## src/rtl/uart_tx.sv

```systemverilog
// ---------------------------------------------------------------------------
// uart_tx -- serial transmitter end of the UART controller.
//
// Takes a byte written by io_ctl into a single-entry holding register and
// shifts it out on tx, LSB first, one bit per baud tick. Because the holding
// register is separate from the shift register, a byte written during a frame
// is started directly after the current frame's last stop bit, with no idle
// gap on the line.
//
// Frame on tx: start(0), DATA_BITS data bits LSB first, optional parity bit,
// STOP_BITS stop bits (1). Every bit lasts exactly one tick period.
//
// Parameters
//   DATA_BITS  data bits per frame (5..8)
//   PARITY     0 = none, 1 = even, 2 = odd
//   STOP_BITS  stop bits per frame (1 or 2)
//
// Ports
//   clk      system clock, all logic on the rising edge
//   rst      synchronous reset, active-high
//   bclk     baud clock level from baud_gen (already clk-synchronous)
//   din      byte to transmit
//   wr       write strobe, accepted when wr & tx_rdy on a clk edge
//   tx       serial line, idle high
//   tx_rdy   holding register empty, a byte can be accepted
//   tx_done  one-clk pulse at the end of the last stop bit of each frame
// ---------------------------------------------------------------------------
module uart_tx #(
  parameter int DATA_BITS = 8,
  parameter int PARITY    = 0,
  parameter int STOP_BITS = 1
) (
  input  logic                 clk,
  input  logic                 rst,
  input  logic                 bclk,
  input  logic [DATA_BITS-1:0] din,
  input  logic                 wr,
  output logic                 tx,
  output logic                 tx_rdy,
  output logic                 tx_done
);

  typedef enum logic [2:0] {
    S_IDLE,
    S_START,
    S_DATA,
    S_PARITY,
    S_STOP
  } state_e;

  state_e               state_q,     state_d;
  logic                 bclk_q,      bclk_d;
  logic [DATA_BITS-1:0] hold_q,      hold_d;
  logic                 hold_full_q, hold_full_d;
  logic [DATA_BITS-1:0] shreg_q,     shreg_d;
  logic                 par_q,       par_d;
  logic [3:0]           bit_cnt_q,   bit_cnt_d;
  logic                 stop_cnt_q,  stop_cnt_d;
  logic                 tx_q,        tx_d;
  logic                 tx_done_q,   tx_done_d;

  logic tick;
  logic wr_acc;
  logic load_go;

  // One tick per bclk rising edge, however long bclk stays high.
  assign tick   = bclk & ~bclk_q;
  // Write and load are mutually exclusive: a load needs hold_full_q=1,
  // an accepted write needs hold_full_q=0.
  assign wr_acc = wr & ~hold_full_q;

  always_comb begin
    state_d     = state_q;
    bclk_d      = bclk;
    hold_d      = hold_q;
    hold_full_d = hold_full_q;
    shreg_d     = shreg_q;
    par_d       = par_q;
    bit_cnt_d   = bit_cnt_q;
    stop_cnt_d  = stop_cnt_q;
    tx_d        = tx_q;
    tx_done_d   = 1'b0;
    load_go     = 1'b0;

    if (wr_acc) begin
      hold_d      = din;
      hold_full_d = 1'b1;
    end

    if (tick) begin
      case (state_q)
        S_IDLE: begin
          if (hold_full_q) load_go = 1'b1;
          else             tx_d    = 1'b1;
        end

        // Start bit has run its period; put data bit 0 on the line.
        S_START: begin
          tx_d      = shreg_q[0];
          shreg_d   = shreg_q >> 1;
          bit_cnt_d = '0;
          state_d   = S_DATA;
        end

        // Bit 0 went out leaving START, so DATA_BITS-1 more shifts here;
        // the tick after the last data bit opens parity or stop.
        S_DATA: begin
          if (bit_cnt_q == 4'(DATA_BITS - 1)) begin
            stop_cnt_d = 1'b0;
            if (PARITY != 0) begin
              tx_d    = par_q;
              state_d = S_PARITY;
            end else begin
              tx_d    = 1'b1;
              state_d = S_STOP;
            end
          end else begin
            tx_d      = shreg_q[0];
            shreg_d   = shreg_q >> 1;
            bit_cnt_d = bit_cnt_q + 4'd1;
          end
        end

        S_PARITY: begin
          tx_d       = 1'b1;
          stop_cnt_d = 1'b0;
          state_d    = S_STOP;
        end

        // tx is already high; each tick ends one stop bit.
        S_STOP: begin
          if (stop_cnt_q == 1'(STOP_BITS - 1)) begin
            tx_done_d = 1'b1;
            if (hold_full_q) begin
              load_go = 1'b1;
            end else begin
              tx_d    = 1'b1;
              state_d = S_IDLE;
            end
          end else begin
            stop_cnt_d = 1'b1;
          end
        end

        default: begin
          tx_d    = 1'b1;
          state_d = S_IDLE;
        end
      endcase
    end

    // Move the held byte into the shifter and drive the start bit. Parity
    // is fixed here from the full byte so shifting does not disturb it.
    if (load_go) begin
      shreg_d     = hold_q;
      par_d       = (^hold_q) ^ (PARITY == 2);
      hold_full_d = 1'b0;
      tx_d        = 1'b0;
      state_d     = S_START;
    end
  end

  always_ff @(posedge clk) begin
    if (rst) begin
      state_q     <= S_IDLE;
      bclk_q      <= 1'b0;
      hold_q      <= '0;
      hold_full_q <= 1'b0;
      shreg_q     <= '0;
      par_q       <= 1'b0;
      bit_cnt_q   <= '0;
      stop_cnt_q  <= 1'b0;
      tx_q        <= 1'b1;
      tx_done_q   <= 1'b0;
    end else begin
      state_q     <= state_d;
      bclk_q      <= bclk_d;
      hold_q      <= hold_d;
      hold_full_q <= hold_full_d;
      shreg_q     <= shreg_d;
      par_q       <= par_d;
      bit_cnt_q   <= bit_cnt_d;
      stop_cnt_q  <= stop_cnt_d;
      tx_q        <= tx_d;
      tx_done_q   <= tx_done_d;
    end
  end

  assign tx      = tx_q;
  assign tx_rdy  = ~hold_full_q;
  assign tx_done = tx_done_q;

endmodule

```

## config.mk

```make
export PLATFORM = sky130hd
export DESIGN_NAME = uart_tx
export DESIGN_NICKNAME = d
export VERILOG_FILES = /design/src/rtl/uart_tx.sv
export SDC_FILE = /design/constraint.sdc
export NUM_CORES = 1
export LEC_CHECK = 0
export CAP_MARGIN = 20
export CORE_MARGIN = 5
export CORE_UTILIZATION = 50
export DETAILED_ROUTE_END_ITERATION = 8
export PLACE_DENSITY = 0.73
export SETUP_SLACK_MARGIN = 0.15
export SYNTH_ARGS = -nofsm -noshare
export SYNTH_HDL_FRONTEND = slang
export SYNTH_SLANG_ARGS = --single-unit
```

## constraint.sdc

```tcl
create_clock -name clk -period 1.5 [get_ports clk]
set_input_delay 0.375 -clock clk [delete_from_list [all_inputs] [get_ports clk]]
set_output_delay 0.375 -clock clk [all_outputs]
set_load 0.01 [all_outputs]
```

==> results.env, run 1 <==
LAYOUT_WORST_PATH_CYCLE_SHARE=0.868
FINAL-SEQ-AREA_SQ_UM=557
YS_WARNS=0
FIN_NETS=155
SETUP_VIOL=0
CP.REQUIRED_NS=1.75
SYNTH.MOST_COMMON_CELL='sky130_fd_sc_hd__dfxtp_1'
CTS_TREE='yes'
FINAL_CORE_UTILIZATION=0.672
HOLDCRITSTARTPOINT='bclk'
WORSTSKEWPAIRLATENCY_NS=0.33
GRT_PASS1_WL_UM=3840
CP_MAX_FO=4
DOMINANTREGCELLSYNTH='sky130_fd_sc_hd__dfxtp_1'
WORST_HOLD_PATH.NUM_CELLS=2
DETAIL_ROUTE.FIRST_PASS.ITERATIONS=4
FINAL_PERIOD_MINUS_WORST_SETUP_SLACK_NS=1.30
SETUP.WORST_PATH.CLASS='flip-flop to flip-flop'
POWERDENSITY_nW_PER_UM2=875
DESIGN.PORTCOUNT=15
WORST_PIN_SLEW_NS=0.243
FLOORPLAN.INITIALDENSITY=0.531
SYN_INST=118
PEAK_SUPPLY_DROP_mV=0.690
ASYNC_RESET_FF_FRAC=0
RUN_STATUS='finished, final reports clean'
MAX_CAP_VIOL_COUNT=0
CLOCK_BUFFERS_CREATED_BY_TRITONCTS=3
GRT_MAX_DEGREE=22
DIE_X_UM=58.7
MAXCLOCKFREQUENCY_GHz=0.768
MULTIINPUTGATEAREA_SQ_UM=644
LAUNCH_POINT_OF_THE_WORST_PATH='bit_cnt_q[1]$_SDFFE_PP0P_'
LAYOUT-DRIVE-GT1-SHARE=0.248
DESIGN.DIE.AREA_SQ_UM=3440
PORT_BUFFER_COUNT=14
LEAKAGEPOWER_nW=0.626
STARTPOINT_TYPE='flip-flop'
DETAIL-ROUTE-ANTENNA-NETS=0
GRT_UTIL_ALL_LAYERS=0.145
CRIT-REG2REG-LAUNCH='bit_cnt_q[1]$_SDFFE_PP0P_'
DRTITER0DRC=20
GRT_SETUP_UNREPAIRED='true'
ANTENNA_CELLS=0
SYNTH_CELL_TYPE_COUNT=33
FLOORPLAN.CORE_AREA_SQ_UM=2230
MAX-SLEW-MARGIN-REL=0.837
N_FILL_CELL=197
AREA_DELTA_SYNTH_FINAL_PCT=26.6
WL_PER_CELL_UM=13.6
TOTAL_POWER_mW=1.31
WORST_PATH_ARRIVAL_TIME_NS=1.55
YOSYSTOPAREACELL='sky130_fd_sc_hd__dfxtp_1'
NETLIST_TOP_CELLS_AREA='sky130_fd_sc_hd__dfxtp_1 (46%), sky130_fd_sc_hd__mux2i_1 (13%), sky130_fd_sc_hd__nor2_1 (6.3%)'
SYNTH.NET_COUNT=131
SYNTHESIS.AREA_SQ_UM=1180
MEAN_SYN_CELL_AREA_SQ_UM=10.0
CLK_PATH_BUF_DEPTH=2
DP_HPWL_UM=1650
SYNTH_TOP_CELLS_BY_COUNT='sky130_fd_sc_hd__dfxtp_1 (27), sky130_fd_sc_hd__nor2_1 (20), sky130_fd_sc_hd__mux2i_1 (15), sky130_fd_sc_hd__a211oi_1 (8), sky130_fd_sc_hd__nor3_1 (6)'
LAYOUT_SETUP_WS_NS=0.198
HOLD_VIOLATIONS=0
CLOCKROOTBUFFER='sky130_fd_sc_hd__clkbuf_4'
ROUTED-VIA-COUNT=909
NUMBER_OF_ANTENNA_VIOLATIONS_AT_THE_FIRST_CHECK_IN_GLOBAL_ROUTING=0
WORST_CLOCK_SKEW_ON_THE_FINAL_LAYOUT_NS=0.00879
SYNTH.FF_LATCH_COUNT=27
HOLDBUFCOUNTCTS=0
CRIT_PATH_END_KIND='flip-flop'
CRITICAL_PATH.REG2REG.ENDPOINT='bit_cnt_q[2]$_SDFFE_PP0P_'
SYNTH_TOP_AREA_SHARE=0.456
TIMING.REG2REG.SETUP_SLACK_NS=0.20
CTS_SINKS=27
CLOCK_INPUT_TRANSITION_AT_THE_SEQUENTIAL_CELLS_OF_THE_WORST_SETUP_AND_HOLD_PATHS_NS=0.16
DPL_WORST_SLACK_NS=-0.355
DRC_ERRORS=0
VIA_COUNT_OF_THE_FIRST_GLOBAL_ROUTING_PASS=885
CTS_MAX_LEVEL=1
GRT_OVERFLOW_TOTAL=0
YS_SEQ_AREA_FRAC=0.456
FINALWEIGHTEDCONGESTION=0.807
FP-ROW-COUNT=17
HOLD_END='bclk_q$_SDFF_PP0_'
TIMING.HOLD.WORST.CLASS='input port to flip-flop'
DEPTH_OF_THE_WORST_REGISTER_TO_REGISTER_PATH=6
SLEW_VIOLATIONS=0
DRT_WL_TOTAL_UM=2290
HEIGHT_OF_THE_CHIP_UM=58.7
AVGVIACOUNTPERCELL=5.38
SYNTH_ENABLE_FLOP_CELLS=0
layout make-up:
cell class | instances | area share
multi-input combinational | 83 | 0.430
clock buffer | 3 | 0.0150
timing repair buffer | 25 | 0.151
tap | 28 | 0.0234
sequential | 27 | 0.371
inverter | 2 | 0.00500
clock inverter | 1 | 0.00500
kinds of logic (layout without fill, tap and decap cells):
logic type	count (synthesis)	count (layout)	synth area share
XOR/XNOR	3	3	0.0285
flip-flops	27	27	0.456
AO/OA/AOI/OAI	16	16	0.0982
multiplexers	16	16	0.136
buffers and inverters	8	31	0.0338
AND/OR/NAND/NOR	47	47	0.237
adder cells (fa/ha/maj)	1	1	0.0106
worst max path at each step:
| stage | depth (start not counted) | to |
|---|---|---|
| after floorplan | 4 | shreg_q[5]$_SDFFE_PP0P_ |
| after global placement | 5 | shreg_q[3]$_SDFFE_PP0P_ |
| after detailed placement | 6 | bit_cnt_q[0]$_SDFFE_PP0P_ |
| after CTS | 2 | tx_rdy |
| after global routing | 5 | shreg_q[3]$_SDFFE_PP0P_ |
| final | 6 | bit_cnt_q[2]$_SDFFE_PP0P_ |
routing by layer:
metal / track usage / share of wire
met5: 0 / 0
met2: 0.252 / 0.49
met3: 0.0197 / 0.033
met1: 0.177 / 0.45
met4: 0.0680 / 0.025
registers in the layout, summed over array words and instances, names as in the netlist:
| register | flops |
|---|---|
| bclk_q | 1 |
| tx_done | 1 |
| state_q | 3 |
| hold_q | 8 |
| bit_cnt_q | 4 |
| shreg_q | 8 |
| tx | 1 |
| hold_full_q | 1 |
cells in the final DEF (no fill, tap or decap), drive strengths merged, types with 2 or more instances in the layout:
master         instances
nor2b                  3
mux2i                 15
nor3                   6
and3                   2
inv                    2
clkdlybuf4s50         10
xor2                   3
buf                   11
dlygate4sd2            2
dfxtp                 27
clkbuf                 5
nand3b                 2
nand2                  2
nand4                  2
nand3                  4
a211oi                 8
nor2                  21
nand2b                 2
a21oi                  2
report_power, final:
part           total [mW]  switching, mW  leakage (nW)  internal (mW)
Combinational       0.204         0.0917         0.388          0.113
Sequential          0.779         0.0271         0.224          0.752
Clock               0.330          0.227        0.0139          0.102
Total                1.31          0.346         0.626          0.967
critical path, stage by stage, from the launching register on:
cell and delay [ns]:
sky130_fd_sc_hd__dfxtp_2 0.39, sky130_fd_sc_hd__ha_4 0.16, sky130_fd_sc_hd__nand4bb_4 0.15, sky130_fd_sc_hd__buf_4 0.17
sky130_fd_sc_hd__nand4_1 0.11, sky130_fd_sc_hd__xor2_1 0.17, sky130_fd_sc_hd__nor2_1 0.06
per-stage QoR:
stage	TNS, ns	cells	hold slack [ns]	cell area, sq um
after floorplan	0	118	0.436	1180
after global placement	-3.31	162	0.455	1400
after detailed placement	-4.25	162	0.458	1400
after CTS	0	167	0.460	1460
after global routing	0	169	0.448	1500
final	0	169	0.459	1500
timing repair:
action / CTS / global route
endpoints found under the hold margin: 0 / 0
setup endpoints to repair: 14 / 15
setup buffers: 1 / 2
gates resized for setup: 12 / 14
pin swaps: 1 / 8
No activity file was read; power rests on OpenSTA's default activity.
==> run 2, diff against run 1 <==
Settings changed: SETUP_SLACK_MARGIN 0.15 to default.
==> run 2 against run 1 <==
Compared with the run above: first-iteration DRC count down 25%; combinational power shrank 4%; final area down 3.3%; sequential power about the same; global-route usage fell by 0.64 points; non-clock buffer count is 3 lower; clock skew shrank 0.0019 ns; highest routed layer unchanged.
==> results.env, run 2 (synthesis gave the netlist of run 1 again) <==
RUN_STATUS='finished, final reports clean'
DP_HPWL_UM=1650
LAYOUT.CELLS.MOST_COMMON_LIST='sky130_fd_sc_hd__dfxtp_1 (25), sky130_fd_sc_hd__nor2_1 (20), sky130_fd_sc_hd__mux2i_1 (15)'
PATH_CELLS='inv_1 > dlygate4sd2_1'
FIN_NETS=152
WORST_CLOCK_SKEW_ON_THE_FINAL_LAYOUT_NS=0.00690
GRT_UTIL_ALL_LAYERS=0.139
POSTCTSSETUPREPAIRBUFS=0
HOLDBUFCOUNTCTS=0
DETAIL_ROUTE.FIRST_PASS.ITERATIONS=4
MULTIINPUTGATEAREA_SQ_UM=623
MAX-SLEW-MARGIN-REL=0.840
CTS_SINKS=27
FINALWEIGHTEDCONGESTION=0.807
SLOWEST_DELAY_NS=0.40
REG_TOP3='hold_q: 8 flops, shreg_q: 8 flops, bit_cnt_q: 4 flops'
TIMING.HOLD.WORST.CLASS='input port to flip-flop'
POWERDENSITY_nW_PER_UM2=900
CLOCKROOTBUFFER='sky130_fd_sc_hd__clkbuf_4'
GRT_SETUP_UNREPAIRED='false'
SETUP_VIOL=0
CP.REQUIRED_NS=1.12
MOSTFREQUENTLAYOUTCELL='sky130_fd_sc_hd__dfxtp_1'
ANTENNA_CELLS=0
WORST_PIN_SLEW_NS=0.240
NUMBER_OF_ANTENNA_VIOLATIONS_AT_THE_FIRST_CHECK_IN_GLOBAL_ROUTING=0
WORST_PATH_ARRIVAL_TIME_NS=1.04
DRTITER0DRC=15
HOLD_VIOLATIONS=0
FLOORPLAN.INITIALDENSITY=0.531
CLK_PATH_BUF_DEPTH=2
PORT_BUFFER_COUNT=14
DRC_ERRORS=0
AREA_DELTA_SYNTH_FINAL_PCT=22.4
FINAL_PERIOD_MINUS_WORST_SETUP_SLACK_NS=1.42
MAXCLOCKFREQUENCY_GHz=0.706
DESIGN.DIE.AREA_SQ_UM=3440
DIE_X_UM=58.7
N_FILL_CELL=203
HEIGHT_OF_THE_CHIP_UM=58.7
LAYOUT-DRIVE-GT1-SHARE=0.167
MAX_CAP_VIOL_COUNT=0
SLEW_VIOLATIONS=0
CTS_MAX_LEVEL=1
CRIT_PATH_END_KIND='output port'
STARTPOINT_TYPE='flip-flop'
TIMING.CRITICAL_PATH.BUF_INV=2
DESIGN.PORTCOUNT=15
GRT_MAX_DEGREE=22
DRT_WL_TOTAL_UM=2240
CLOCK_BUFFERS_CREATED_BY_TRITONCTS=3
CRITPATHTOPFAMILY='flip-flops'
CLOCK_INPUT_TRANSITION_AT_THE_SEQUENTIAL_CELLS_OF_THE_WORST_SETUP_AND_HOLD_PATHS_NS=0.15
WORSTSKEWPAIRLATENCY_NS=0.33
FINAL_CORE_UTILIZATION=0.649
GRT_OVERFLOW_TOTAL=0
CP_MAX_FO=6
CRITICAL_PATH_S_SLOWEST_CELL='sky130_fd_sc_hd__dfxtp_2'
ROUTED-VIA-COUNT=886
AVGVIACOUNTPERCELL=5.34
WL_PER_CELL_UM=13.5
LEAKAGEPOWER_nW=0.612
FINISH.INSTANCE_AREA_SQ_UM=1450
FP-ROW-COUNT=17
FINAL-SEQ-AREA_SQ_UM=543
LAYOUT_WORST_PATH_CYCLE_SHARE=0.945
GRT_PASS1_WL_UM=3680
DETAIL-ROUTE-ANTENNA-NETS=0
PEAK_SUPPLY_DROP_mV=0.687
CTS_TREE='yes'
VIA_COUNT_OF_THE_FIRST_GLOBAL_ROUTING_PASS=887
FLOORPLAN.CORE_AREA_SQ_UM=2230
AREA_AFTER_DETAILED_PLACEMENT_SQ_UM=1400
SETUP.WORST_PATH.CLASS='flip-flop to output port'
[run 2: worst paths after layout]
path | start | endpoint | slack [ns] | depth (start not counted)
worst max register to register | bit_cnt_q[0]$_SDFFE_PP0P_ | shreg_q[3]$_SDFFE_PP0P_ | 0.12 | 5
worst min-delay path | bclk | bclk_q$_SDFF_PP0_ | 0.36 | 2
worst min register to register | shreg_q[7]$_SDFFE_PP0P_ | shreg_q[7]$_SDFFE_PP0P_ | 0.47 | 2
worst max-delay path | hold_full_q$_SDFFE_PP0P_ | tx_rdy | 0.08 | 2
[run 2: metrics by stage]
stage | power, mW | TNS, ns | setup slack [ns] | hold WS [ns] | std cells
floorplan | 0.913 | 0 | 0.216 | 0.436 | 118
global placement | 0.986 | -3.31 | -0.264 | 0.455 | 162
detailed placement | 0.992 | -4.25 | -0.355 | 0.458 | 162
CTS | 1.31 | 0 | 0.00868 | 0.477 | 166
global route | 1.37 | 0 | 0.00410 | 0.346 | 166
finish | 1.31 | 0 | 0.0829 | 0.358 | 166
[run 2: worst reg2reg max path: cells and delay by family, from the launching register on]
| family | cells | cell delay, ns |
|---|---|---|
| multiplexers | 1 | 0.23 |
| adder cells (fa/ha/maj) | 1 | 0.24 |
| flip-flops | 1 | 0.40 |
| AND/OR/NAND/NOR | 2 | 0.34 |
| AO/OA/AOI/OAI | 1 | 0.09 |
[run 2: final cells by class]
type                            instances  share of cell area
Sequential cell                        27               0.374
Clock buffer                            3              0.0155
Timing Repair Buffer                   22               0.146
Inverter                                2             0.00518
Multi-Input combinational cell         83               0.430
Tap cell                               28              0.0242
Clock inverter                          1             0.00518
[run 2: report_power, final]
part           total, mW  switching, mW  internal, mW
sequential         0.781         0.0270         0.754
combinational      0.196         0.0888         0.107
clock              0.328          0.226         0.102
[run 2: routing by layer]
metal	GRT usage	vias to the layer above	wire, um
met5	0	-	0
met4	0.0744	0	36
met3	0.0285	4	85
met2	0.236	14	1110
met1	0.164	409	1020
li1	-	459	-
[run 2: repair_timing]
action / CTS / global route
gates resized for setup: 4 / 5
pin swaps: 0 / 3
setup endpoints to repair: 3 / 8
==> patch (settings of run 2) <==
Re-encode `state_e` (5 states) as Gray code, 3 bits wide.
--- a/src/rtl/uart_tx.sv
+++ b/src/rtl/uart_tx.sv
@@ -41,11 +41,11 @@
 );
 
   typedef enum logic [2:0] {
-    S_IDLE,
-    S_START,
-    S_DATA,
-    S_PARITY,
-    S_STOP
+    S_IDLE   = 3'b000,
+    S_START  = 3'b001,
+    S_DATA   = 3'b011,
+    S_PARITY = 3'b010,
+    S_STOP   = 3'b110
   } state_e;
 
   state_e               state_q,     state_d;
Formal check against the unedited RTL: same outputs for any inputs over 10 cycles, from zero or initial values and one cycle with rst high; not proved beyond that.
==> patch against run 2 <==
Total power down 3.6%; synthesized area rose by 0.63%; register-to-register slack got worse by 0.04 ns; core utilization up 1.4 points; setup slack worse by 0.0026 ns; critical path depth up 4; via count grew 13%; worst hold slack improved by 0.13 ns; clock skew fell by 0.0026 ns; final area grew 3.2%; wire length is 4.3% higher; sequential cell count unchanged.
==> patch: results <==
set metrics [dict create \
    grt_pass1_vias 933 \
    grt_first_pass_wirelength_um 3880 \
    placed_cells 181 \
    crit_family "simple AND/OR/NAND/NOR gates" \
    clock.fmax_mhz 704 \
    endpoint "shreg_q[6]" \
    status "completed" \
    rr_worst_depth 6 \
    ir_drop_mv 0.799 \
    drt_wl_total_um 2340 \
    synth_nets 144 \
    place.detailed.hpwl_um 1740 \
    drtIter0Drc 18 \
    finalNetCount 171 \
    max_stage_delay_ns 0.36 \
    maxSlewHeadroom 0.807 \
    final_cell_count_no_fill 185 \
    synthTopCellsByArea "dfxtp_1 45%, mux2i_1 6.7%, nand2_1 6.3%" \
    place.gp.congestion 0.889 \
    final.setup_skew_ns 0.00425 \
    grt_usage 0.142 \
    grt_use_met3 0.0307 \
    cp_max_fo 9 \
    ff2ff_setup_slack_ns 0.08 \
    fillers 194 \
    reg2reg_from "bit_cnt_q[1]" \
    min_path_type "reg2reg" \
    drive_above_1_share 0.204 \
    routed_via_density 5.40 \
]
-- patch: changes by cell type after synthesis, sizes merged, moves of 4 or more --
cell / delta
a211oi: -7
a311oi: +7
buf: +4
mux2i: -7
nand2: +18
-- patch: cells by family after synthesis --
kind of cell    Yosys count  share of synthesized area
fa+ha+maj                 1                     0.0105
compound gates           19                      0.112
buf+inv                  10                     0.0713
simple gates             63                      0.263
flops                    27                      0.453
xor+xnor                  3                     0.0220
mux                       8                     0.0672
-- patch: how the worst min path moves through the flow --
stage | startpoint | to | cells after the start | slack, ns
finish | shreg_q[4] | shreg_q[3] | 2 | 0.49
global route | shreg_q[6] | shreg_q[5] | 2 | 0.51
CTS | shreg_q[5] | shreg_q[4] | 2 | 0.49
detailed placement | shreg_q[1] | shreg_q[0] | 2 | 0.47
global placement | shreg_q[7] | shreg_q[7] | 2 | 0.46
floorplan | hold_q[7] | shreg_q[7] | 2 | 0.43
-- patch: cell type report --
cell class	count	area (um^2)	share of cell area
multi-input cells	94	608	0.406
flip-flops and latches	27	544	0.364
repair buffers	31	279	0.186
well taps	28	35.0	0.0234
clock buffers	4	26.3	0.0176
inverters	1	3.75	0.00251
-- patch: power by group through the flow --
stage / combinational [W] / clock, W / sequential, W
after floorplan: 0.000105 / 0 / 0.000782
after detailed placement: 0.000173 / 0 / 0.000788
final: 0.000178 / 0.000306 / 0.000774
after CTS: 0.000175 / 0.000314 / 0.000774
after global routing: 0.000195 / 0.000345 / 0.000780
after global placement: 0.000170 / 0 / 0.000788
-- patch: what timing repair did --
action                     CTS  global route
cloned                       0             0
setup endpoints to repair   15            10
resized for setup            8             7
-- patch: routing by layer --
metal  part of all wire  vias to the layer above
met4             0.0038                        0
met3              0.041                        2
li1                   -                      511
met5                  0                        -
met1               0.47                      467
met2               0.48                       19
